File: src/rtl/win_ctrl_pkg.sv
// Shared types and constants for the win-image overlay sequencer and its blend stage.
package win_ctrl_pkg;

    typedef enum logic [1:0] {
        ST_IDLE     = 2'd0,
        ST_FADE_IN  = 2'd1,
        ST_SHOW     = 2'd2,
        ST_FADE_OUT = 2'd3
    } state_e;

    typedef struct packed {
        logic [3:0] r;
        logic [3:0] g;
        logic [3:0] b;
    } rgb444_t;

    localparam int WIN_SIZE   = 256;
    localparam int LVL_MAX    = 16;
    localparam int PIPE_DEPTH = 3;

endpackage

File: src/rtl/rgb444_blend.sv
// Registered per-channel blend of two RGB444 pixels: chan = (fg*L + bg*(16-L)) >> 4.
module rgb444_blend
    import win_ctrl_pkg::*;
(
    input  logic       clk,
    input  logic       rst,
    input  logic       in_vld,
    input  rgb444_t    fg_rgb,
    input  rgb444_t    bg_rgb,
    input  logic [4:0] level,
    output rgb444_t    out_rgb
);

    rgb444_t out_q, out_d;

    // Weights sum to 16, so the 9-bit sum never exceeds 240 and the result fits in 4 bits.
    function automatic logic [3:0] mix_chan(input logic [3:0] fg, input logic [3:0] bg,
                                            input logic [4:0] lvl);
        logic [8:0] acc;
        acc = 9'(fg) * 9'(lvl) + 9'(bg) * (9'(LVL_MAX) - 9'(lvl));
        return 4'(acc >> 4);
    endfunction

    always_comb begin
        out_d = '0;
        if (in_vld) begin
            out_d.r = mix_chan(fg_rgb.r, bg_rgb.r, level);
            out_d.g = mix_chan(fg_rgb.g, bg_rgb.g, level);
            out_d.b = mix_chan(fg_rgb.b, bg_rgb.b, level);
        end
    end

    always_ff @(posedge clk) begin
        if (rst) begin
            out_q <= '0;
        end else begin
            out_q <= out_d;
        end
    end

    assign out_rgb = out_q;

endmodule

File: src/rtl/win_overlay_ctrl.sv
// Win-image overlay sequencer: centred 256x256 window mapping, ROM addressing and 3-cycle compositing pipe.
// Define WIN_OVERLAY_FADE_EN to build the fade-in/fade-out blend; otherwise the overlay switches on frame_start.
module win_overlay_ctrl
    import win_ctrl_pkg::*;
#(
    parameter int unsigned X0       = 192,
    parameter int unsigned Y0       = 112,
    parameter int unsigned FADE_DIV = 2
) (
    input  logic        clk,
    input  logic        rst,
    input  logic        win_pulse,
    input  logic        restart,
    input  logic        frame_start,
    input  logic        pix_valid,
    input  logic [9:0]  pix_x,
    input  logic [9:0]  pix_y,
    input  logic [11:0] bg_rgb,
    output logic [15:0] rom_addr,
    input  logic [11:0] rom_data,
    output logic [11:0] rgb_out,
    output logic        rgb_valid,
    output logic        active,
    output logic        done
);

    localparam logic [9:0] WIN_SZ   = 10'(WIN_SIZE);
    localparam logic [4:0] LVL_FULL = 5'(LVL_MAX);

    state_e      state_q, state_d;
    logic [4:0]  level_q, level_d;
    logic        done_q, done_d;

    logic [9:0]  dx, dy;
    logic        in_win;

    logic        vld_p1_q, vld_p1_d, vld_p2_q, vld_p2_d;
    logic [15:0] rom_addr_q, rom_addr_d;
    rgb444_t     bg_p1_q, bg_p1_d, bg_p2_q, bg_p2_d;
    logic [4:0]  lvl_p1_q, lvl_p1_d, lvl_p2_q, lvl_p2_d;
    logic        rgb_valid_q, rgb_valid_d;

    // Unsigned wrap makes pixels left of / above the window land at dx/dy >= 256.
    assign dx     = pix_x - 10'(X0);
    assign dy     = pix_y - 10'(Y0);
    assign in_win = (dx < WIN_SZ) && (dy < WIN_SZ);

`ifdef WIN_OVERLAY_FADE_EN
    logic [7:0] frm_cnt_q, frm_cnt_d;
    logic       step;

    assign step = frame_start && (frm_cnt_q == 8'(FADE_DIV - 1));

    always_comb begin
        state_d = state_q;
        level_d = level_q;
        done_d  = 1'b0;
        case (state_q)
            ST_IDLE: begin
                if (win_pulse) state_d = ST_FADE_IN;
            end
            ST_FADE_IN: begin
                if (restart) begin
                    state_d = ST_FADE_OUT;
                end else if (step) begin
                    level_d = level_q + 5'd1;
                    if (level_d == LVL_FULL) state_d = ST_SHOW;
                end
            end
            ST_SHOW: begin
                if (restart) state_d = ST_FADE_OUT;
            end
            ST_FADE_OUT: begin
                if (win_pulse && !restart) begin
                    state_d = ST_FADE_IN;
                end else if (step) begin
                    if (level_q <= 5'd1) begin
                        level_d = 5'd0;
                        state_d = ST_IDLE;
                        done_d  = 1'b1;
                    end else begin
                        level_d = level_q - 5'd1;
                    end
                end
            end
            default: begin
                state_d = ST_IDLE;
                level_d = 5'd0;
            end
        endcase

        // Restart the divider on every state change so each step spans FADE_DIV whole frames.
        frm_cnt_d = frm_cnt_q;
        if (state_d != state_q) begin
            frm_cnt_d = 8'd0;
        end else if (frame_start) begin
            frm_cnt_d = step ? 8'd0 : frm_cnt_q + 8'd1;
        end
    end

    always_ff @(posedge clk) begin
        if (rst) begin
            frm_cnt_q <= 8'd0;
        end else begin
            frm_cnt_q <= frm_cnt_d;
        end
    end
`else
    logic       leave_q, leave_d;
    logic [7:0] div_unused;

    assign div_unused = 8'(FADE_DIV);

    // A restart in SHOW is held until the next frame boundary so the image never tears mid-frame.
    always_comb begin
        state_d = state_q;
        level_d = level_q;
        leave_d = leave_q;
        done_d  = 1'b0;
        case (state_q)
            ST_IDLE: begin
                if (win_pulse) state_d = ST_SHOW;
            end
            ST_SHOW: begin
                if (frame_start) begin
                    if (leave_q || restart) begin
                        state_d = ST_IDLE;
                        level_d = 5'd0;
                        leave_d = 1'b0;
                        done_d  = 1'b1;
                    end else begin
                        level_d = LVL_FULL;
                    end
                end else if (restart) begin
                    leave_d = 1'b1;
                end
            end
            default: begin
                state_d = ST_IDLE;
                level_d = 5'd0;
                leave_d = 1'b0;
            end
        endcase
    end

    always_ff @(posedge clk) begin
        if (rst) begin
            leave_q <= 1'b0;
        end else begin
            leave_q <= leave_d;
        end
    end
`endif

    always_ff @(posedge clk) begin
        if (rst) begin
            state_q <= ST_IDLE;
            level_q <= 5'd0;
            done_q  <= 1'b0;
        end else begin
            state_q <= state_d;
            level_q <= level_d;
            done_q  <= done_d;
        end
    end

    // Level is captured with the pixel and carried down the pipe; outside the window it is forced to 0.
    always_comb begin
        vld_p1_d    = pix_valid;
        rom_addr_d  = in_win ? {dy[7:0], dx[7:0]} : 16'h0000;
        bg_p1_d     = rgb444_t'(bg_rgb);
        lvl_p1_d    = in_win ? level_q : 5'd0;
        vld_p2_d    = vld_p1_q;
        bg_p2_d     = bg_p1_q;
        lvl_p2_d    = lvl_p1_q;
        rgb_valid_d = vld_p2_q;
    end

    // Stage boundaries: p1 = ROM address issued, p2 = ROM data returns, then the output register.
    always_ff @(posedge clk) begin
        if (rst) begin
            vld_p1_q    <= 1'b0;
            rom_addr_q  <= 16'h0000;
            vld_p2_q    <= 1'b0;
            rgb_valid_q <= 1'b0;
        end else begin
            vld_p1_q    <= vld_p1_d;
            rom_addr_q  <= rom_addr_d;
            vld_p2_q    <= vld_p2_d;
            rgb_valid_q <= rgb_valid_d;
        end
        bg_p1_q  <= bg_p1_d;
        lvl_p1_q <= lvl_p1_d;
        bg_p2_q  <= bg_p2_d;
        lvl_p2_q <= lvl_p2_d;
    end

`ifdef WIN_OVERLAY_FADE_EN
    rgb444_t blend_rgb;

    rgb444_blend u_blend (
        .clk     (clk),
        .rst     (rst),
        .in_vld  (vld_p2_q),
        .fg_rgb  (rgb444_t'(rom_data)),
        .bg_rgb  (bg_p2_q),
        .level   (lvl_p2_q),
        .out_rgb (blend_rgb)
    );

    assign rgb_out = blend_rgb;
`else
    rgb444_t rgb_out_q, rgb_out_d;

    always_comb begin
        rgb_out_d = '0;
        if (vld_p2_q) begin
            rgb_out_d = (lvl_p2_q == LVL_FULL) ? rgb444_t'(rom_data) : bg_p2_q;
        end
    end

    always_ff @(posedge clk) begin
        if (rst) begin
            rgb_out_q <= '0;
        end else begin
            rgb_out_q <= rgb_out_d;
        end
    end

    assign rgb_out = rgb_out_q;
`endif

    assign rom_addr  = rom_addr_q;
    assign rgb_valid = rgb_valid_q;
    assign active    = (state_q != ST_IDLE);
    assign done      = done_q;

endmodule
File: config.mk
export PLATFORM = sky130hd
export DESIGN_NAME = win_overlay_ctrl
export DESIGN_NICKNAME = d
export VERILOG_FILES = /design/src/rtl/win_ctrl_pkg.sv /design/src/rtl/rgb444_blend.sv /design/src/rtl/win_overlay_ctrl.sv
export SDC_FILE = /design/constraint.sdc
export NUM_CORES = 1
export LEC_CHECK = 0
export ABC_CLOCK_PERIOD_IN_PS = 1700
export CAP_MARGIN = 20
export CELL_PAD_IN_SITES_DETAIL_PLACEMENT = 0
export CELL_PAD_IN_SITES_GLOBAL_PLACEMENT = 1
export CORE_MARGIN = 2
export CORE_UTILIZATION = 31
export DETAILED_ROUTE_END_ITERATION = 12
export PLACE_DENSITY_LB_ADDON = 0.1
export SLEW_MARGIN = 25
export SYNTH_ARGS = -nofsm -noshare
export SYNTH_HDL_FRONTEND = slang
export SYNTH_SLANG_ARGS = --single-unit
File: constraint.sdc
create_clock -name clk -period 1.7 [get_ports clk]
set_input_delay 0.34 -clock clk [delete_from_list [all_inputs] [get_ports clk]]
set_output_delay 0.34 -clock clk [all_outputs]
set_load 0.1 [all_outputs]
==> flow_summary_export.csv, run 1 <==
group,metric,value,unit
clocking,tritoncts,"yes",
synthesis,avgSynthCellArea,13.5,um^2
global_route,antenna_found_initial,0,
pwr,finalPower,3220,uW
global_route,use_met1,12.5,%
timing,layout_min_cycle_time,1.64,ns
timing,fin_crit_sh,96.6,%
layout,ff_latch_area,0.00122,mm^2
status,outcome,"finished, final reports clean",
layout,antenna_cells,0,
floorplan,dieArea,0.00659,mm^2
floorplan,core,0.00585,mm^2
routing,initialDrtViolationCount,12,
hold_path,hold_class,"reg -> reg",
synthesis,ys_seq_elements,61,
routing,drcViolationCount,0,
critical_path,cp.arrival,1.82,ns
global_route,grt_pass1_wl,6150,um
timing,hold_viol,0,
place,gp_congestion,0.624,
floorplan,io_pins,81,
layout,final_cell_count_no_fill,313,
clocking,clk_pin_slew_worst_paths,0.07,ns
layout,drive_above_1_share,31.5,%
routing,firstDrtPassIters,4,
pwr,ir_drop,0.458,mV
timing,max_slew_margin,54.8,%
floorplan,die_h,81.2,um
timing,fin_worst_skew,0.00757,ns
pwr,p_per_area,963,mW/mm^2
layout,fin_nets,285,
synthesis,synth_top_area_share,66.2,%
layout,fillCellCount,490,
critical_path,cp-start-kind,"input port",
synthesis,yosysTopAreaCell,"dfxtp_1",
timing,drv_slew,0,
routing,wirelength,3910,um
clocking,cts_root_buffer,"clkbuf_8",
clocking,cts_buffers,9,
global_route,grt_pass1_vias,1377,
timing,worst_pin_slew,0.678,ns
critical_path,max_stage_delay,0.56,ns
global_route,grt_usage,12.8,%
synthesis,synth.distinct_cells,29,
routing,drtAntennaViolNets,0,
synthesis,synthCells,137,
routing,avgRoutedWirePerCell,12.5,um
job,maxCapViolations,0,
pwr,leakage,0.00125,uW
layout,fin_util,57.1,%
clocking,clk_path_buf_depth,2,
critical_path,cpMaxStageDelayCell,"a31oi_4",
synthesis,yosys_warnings,0,
clocking,cts_hold_buf,0,
clocking,htree_num_levels,3,
layout,multiInputGateArea,591,um^2
timing,max_freq,609,MHz
timing,rsz0062_at_grt,"false",
critical_path,path_cells,"clkdlybuf4s50_1, ha_1, nor3_2, a31oi_4, nor4b_2",
critical_path,path_class,"in -> reg",
global_route,grt_use_met3,5.11,%
global_route,overflow,0,
synthesis,ys_top_cells_by_area,"dfxtp_1 (66%), mux2i_1 (6.5%), nor4b_2 (4.9%)",
place,dp_hpwl,2980,um
floorplan,placement_rows,28,
floorplan,initial_core_util,31.5,%
synthesis,seq_area_frac_synth,66.2,%
timing,setup_tns,0,ns
floorplan,die_x,81.2,um
timing,whs,0.328,ns
routing,dr_total_vias,1338,
global_route,grt_busiest_layer,"met2",
place,dp_cells,297,
synthesis,syn_area,0.00185,mm^2
clocking,insertion_delay,0.33,ns
routing,viasPerCell,4.27,
global_route,met2_usage,22.4,%
timing,setup_viol,0,
synthesis,synth_nets,189,
critical_path,crit_fanout,17,
clocking,numClockSinks,61,
critical_path,cp_data_required_time,1.88,ns
critical_path,worstSetupEndpointType,"flip-flop",
place,port_buffers,80,
clocking,post_cts_buffers,0,
layout,area_delta_synth_final,80.9,%
global_route,grt_max_degree,22,
==> metrics by stage <==
step	cell area, um^2	setup slack (ns)
2_1_floorplan	1850	0.197
3_3_place_gp	3120	-0.256
3_5_place_dp	3120	-0.362
4_1_cts	3330	0.0324
5_1_grt	3340	0.00143
6_report	3340	0.0573
==> placed cells by master (no fill, tap or decap), drive strengths merged <==
| master | synthesis | final |
|---|---|---|
| xnor2 | 5 | 5 |
| o22ai | 1 | 1 |
| nor2 | 14 | 14 |
| nor3 | 2 | 2 |
| a31oi | 1 | 1 |
| nand2b | 1 | 1 |
| ha | 2 | 2 |
| clkbuf | 1 | 10 |
| dfxtp | 61 | 61 |
| inv | 2 | 4 |
| mux2i | 12 | 12 |
| a311oi | 1 | 1 |
| bufinv | 0 | 1 |
| a21oi | 3 | 3 |
| clkinvlp | 0 | 3 |
| a211oi | 1 | 1 |
| buf | 5 | 42 |
| nor3b | 1 | 1 |
| nor4b | 12 | 12 |
| nand3 | 2 | 2 |
| nand2 | 4 | 4 |
| clkdlybuf4s50 | 0 | 49 |
| nor4 | 4 | 4 |
| nor2b | 2 | 2 |
==> synth_stat cells (all sizes together) <==
master	number
nor3	2
a311oi	1
nand2	4
inv	2
clkbuf	1
xnor2	5
nand3	2
nor2b	2
a211oi	1
nor4b	12
nor3b	1
o22ai	1
nor4	4
nor2	14
ha	2
buf	5
nand2b	1
a31oi	1
dfxtp	61
a21oi	3
mux2i	12
==> power breakdown <==
part	switching [uW]	leakage (uW)	internal [uW]	total, uW
clock	567	0.0000955	726	1290
combinational	205	0.000652	218	423
sequential	21.7	0.000502	1480	1500
==> flip-flops by register name, summed over array words and instances (netlist names), 12 cells and up <==
| register | flops |
|---|---|
| bg_p1_q | 12 |
| rom_addr | 16 |
| rgb_out | 12 |
| bg_p2_q | 12 |
==> routing by layer <==
metal / wire (um) / vias to the layer above
li1: - / 664
met1: 1410 / 623
met2: 2130 / 45
met3: 305 / 6
met4: 67 / 0
met5: 0 / -
==> cell type report <==
cell class                 instances  area share, %
inverter                           2          0.225
clock buffer                      10           4.12
clock inverter                     6           2.10
timing repair buffer              91           36.5
multi-input combinational         68           17.7
tap                               75           2.81
sequential                        61           36.6
==> cells by family after synthesis <==
group	share of synthesized area (%)
multiplexers	6.51
buffers and inverters	2.51
flip-flops	66.2
AO/OA/AOI/OAI	3.53
adder cells (fa/ha/maj)	1.36
AND/OR/NAND/NOR	17.2
XOR/XNOR	2.78
==> critical path, delay by kind of cell <==
kind            cells  cell delay, ns
simple gates        2            0.19
buf+inv             1            0.50
compound gates      1            0.56
fa+ha+maj           1            0.23
==> final timing paths <==
kind / from / end / slack, ns / depth (start not counted)
setup / recovery: pix_x[6] / rom_addr[9] / 0.06 / 5
setup reg to reg: lvl_p2_q[4] / rgb_out[4] / 0.78 / 3
hold reg to reg: bg_p1_q[8] / bg_p2_q[8] / 0.33 / 0
hold / removal: bg_p1_q[8] / bg_p2_q[8] / 0.33 / 0
==> what timing repair did <==
| action | CTS | global route |
|---|---|---|
| setup endpoints to repair | 1 | 7 |
| gates resized for setup | 1 | 2 |
| cloned | 0 | 0 |
Power figures use the tool's default switching activity.
==> inputs of run 2 (changes only) <==
--- a/config.mk
+++ b/config.mk
@@ -10,7 +10,7 @@
 export CELL_PAD_IN_SITES_DETAIL_PLACEMENT = 0
 export CELL_PAD_IN_SITES_GLOBAL_PLACEMENT = 1
 export CORE_MARGIN = 2
-export CORE_UTILIZATION = 31
+export CORE_UTILIZATION = 30
 export DETAILED_ROUTE_END_ITERATION = 12
 export PLACE_DENSITY_LB_ADDON = 0.1
 export SLEW_MARGIN = 25
==> flow_summary_export.csv, run 2 (synthesized netlist as in run 1, its figures left out) <==
group,metric,value,unit
critical_path,crit_fanout,11,
hold_path,hold_path_depth,0,
timing,layout_min_cycle_time,1.58,ns
pwr,switching_power,759,uW
timing,max_slew_margin,84.1,%
global_route,grt_usage,13.0,%
clocking,tritoncts,"yes",
routing,drcViolationCount,0,
place,dp_hpwl,2950,um
critical_path,startpoint,"pix_y[4]",
clocking,clk_pin_slew_worst_paths,0.06,ns
floorplan,initial_core_util,31.2,%
routing,wl_met1,1570,um
place,gp_congestion,0.628,
pwr,p_int,2450,uW
critical_path,r2r-start,"lvl_p2_q[4]",
clocking,htree_num_levels,3,
clocking,cts_root_buffer,"clkbuf_8",
clocking,clk_path_buf_depth,2,
routing,initialDrtViolationCount,22,
floorplan,placement_rows,28,
timing,hold_viol,0,
routing,firstDrtPassIters,4,
floorplan,core,0.00592,mm^2
timing,fin_worst_skew,0.00772,ns
job,maxCapViolations,0,
layout,antenna_cells,0,
hold_path,hold_class,"reg -> reg",
routing,wl_met2,2100,um
floorplan,die_h,82.4,um
timing,worst_pin_slew,0.239,ns
layout,area_delta_synth_final,82.7,%
global_route,grt_pass1_wl,6300,um
routing,viasPerCell,4.27,
routing,routed.top_layer,"met4",
layout,fin_util,57.0,%
pwr,pwr-share-clk,39.6,%
critical_path,reg2reg_setup_slack,0.76,ns
clocking,cts_hold_buf,0,
critical_path,r2r-end,"rgb_out[4]",
status,outcome,"finished, final reports clean",
timing,rsz0062_at_grt,"false",
floorplan,die_x,82.4,um
routing,wl_met3,272,um
global_route,grt_pass1_vias,1370,
critical_path,reg2regPathDepth,3,
clocking,cts_buffers,9,
layout,largest_reg_flops,16,
timing,setup_viol,0,
critical_path,crit_end,"rom_addr[3]",
critical_path,cp-start-kind,"input port",
layout,mostFrequentLayoutCell,"dfxtp_1",
pwr,leakage,0.00128,uW
pwr,p_seq_share,46.8,%
layout,fin_nets,286,
floorplan,dieArea,0.00679,mm^2
timing,drv_slew,0,
critical_path,path_class,"in -> reg",
timing,fin_crit_sh,93.2,%
routing,wirelength,4030,um
place,port_buffers,80,
routing,drtAntennaViolNets,0,
critical_path,cp.arrival,1.82,ns
pwr,p_comb_share,13.6,%
pwr,finalPower,3210,uW
timing,max_freq,631,MHz
routing,dr_total_vias,1336,
clocking,insertion_delay,0.33,ns
timing,whs,0.327,ns
global_route,overflow,0,
global_route,antenna_found_initial,0,
routing,avgRoutedWirePerCell,12.9,um
clocking,numClockSinks,61,
layout,layout_common_cells,"dfxtp_1 (61), clkdlybuf4s50_1 (48), buf_12 (34)",
critical_path,worstSetupEndpointType,"flip-flop",
global_route,grt_max_degree,21,
pwr,swShare,23.7,%
layout,drive_above_1_share,32.8,%
critical_path,cp_data_required_time,1.94,ns
floorplan,io_pins,81,
pwr,p_per_area,951,mW/mm^2
pwr,ir_drop,0.489,mV
layout,fillCellCount,477,
==> run 2: worst max-delay path, cell delays in order <==
cell and delay (ns):
clkdlybuf4s50_1 0.43, buf_4 0.16, a311oi_2 0.22, xnor2_1 0.17
nand2_2 0.12, buf_12 0.17, nor4b_1 0.22
==> run 2: area by class of cell <==
cell class | count | area, um^2 | share of cell area, %
Timing Repair Buffer | 92 | 1240 | 36.8
Sequential cell | 61 | 1220 | 36.2
Multi-Input combinational cell | 68 | 609 | 18.1
Clock buffer | 11 | 151 | 4.49
Tap cell | 75 | 93.8 | 2.78
Clock inverter | 4 | 47.5 | 1.41
Inverter | 2 | 7.51 | 0.223
==> run 2: worst min-delay path by stage <==
stage          slack [ns]     endpoint        start
2_1_floorplan        0.31   bg_p2_q[0]   bg_p1_q[0]
3_3_place_gp         0.31   bg_p2_q[6]   bg_p1_q[6]
3_5_place_dp         0.31   bg_p2_q[9]   bg_p1_q[9]
4_1_cts              0.33   bg_p2_q[9]   bg_p1_q[9]
5_1_grt              0.33   bg_p2_q[9]   bg_p1_q[9]
6_report             0.33  bg_p2_q[10]  bg_p1_q[10]
==> run 2: timing repair <==
action	4_1_cts	5_1_grt
resized for setup	0	7
setup endpoints to repair	0	10
buffers inserted	0	1
==> run 2: stage by stage <==
stage | setup TNS (ns) | instances | setup WS [ns] | instance area [um^2]
3_3_place_gp | -3.42 | 297 | -0.219 | 3120
5_1_grt | 0 | 313 | 0.0100 | 3370
6_report | 0 | 313 | 0.116 | 3370
2_1_floorplan | 0 | 137 | 0.197 | 1850
4_1_cts | 0 | 312 | 0.0371 | 3320
3_5_place_dp | -4.64 | 297 | -0.319 | 3120
==> run 2: metal layers <==
metal | GRT usage [%] | vias up
met5 | 0 | -
met2 | 21.0 | 51
met4 | 10.5 | 0
met3 | 4.24 | 7
met1 | 13.9 | 614
li1 | - | 664
==> run 2: power groups by stage <==
| stage | clock network, uW | registers [uW] | logic, uW |
|---|---|---|---|
| 5_1_grt | 1370 | 1500 | 459 |
| 4_1_cts | 1320 | 1500 | 426 |
| 3_5_place_dp | 0 | 1530 | 424 |
| 6_report | 1270 | 1500 | 436 |
| 2_1_floorplan | 0 | 1620 | 106 |
| 3_3_place_gp | 0 | 1530 | 414 |
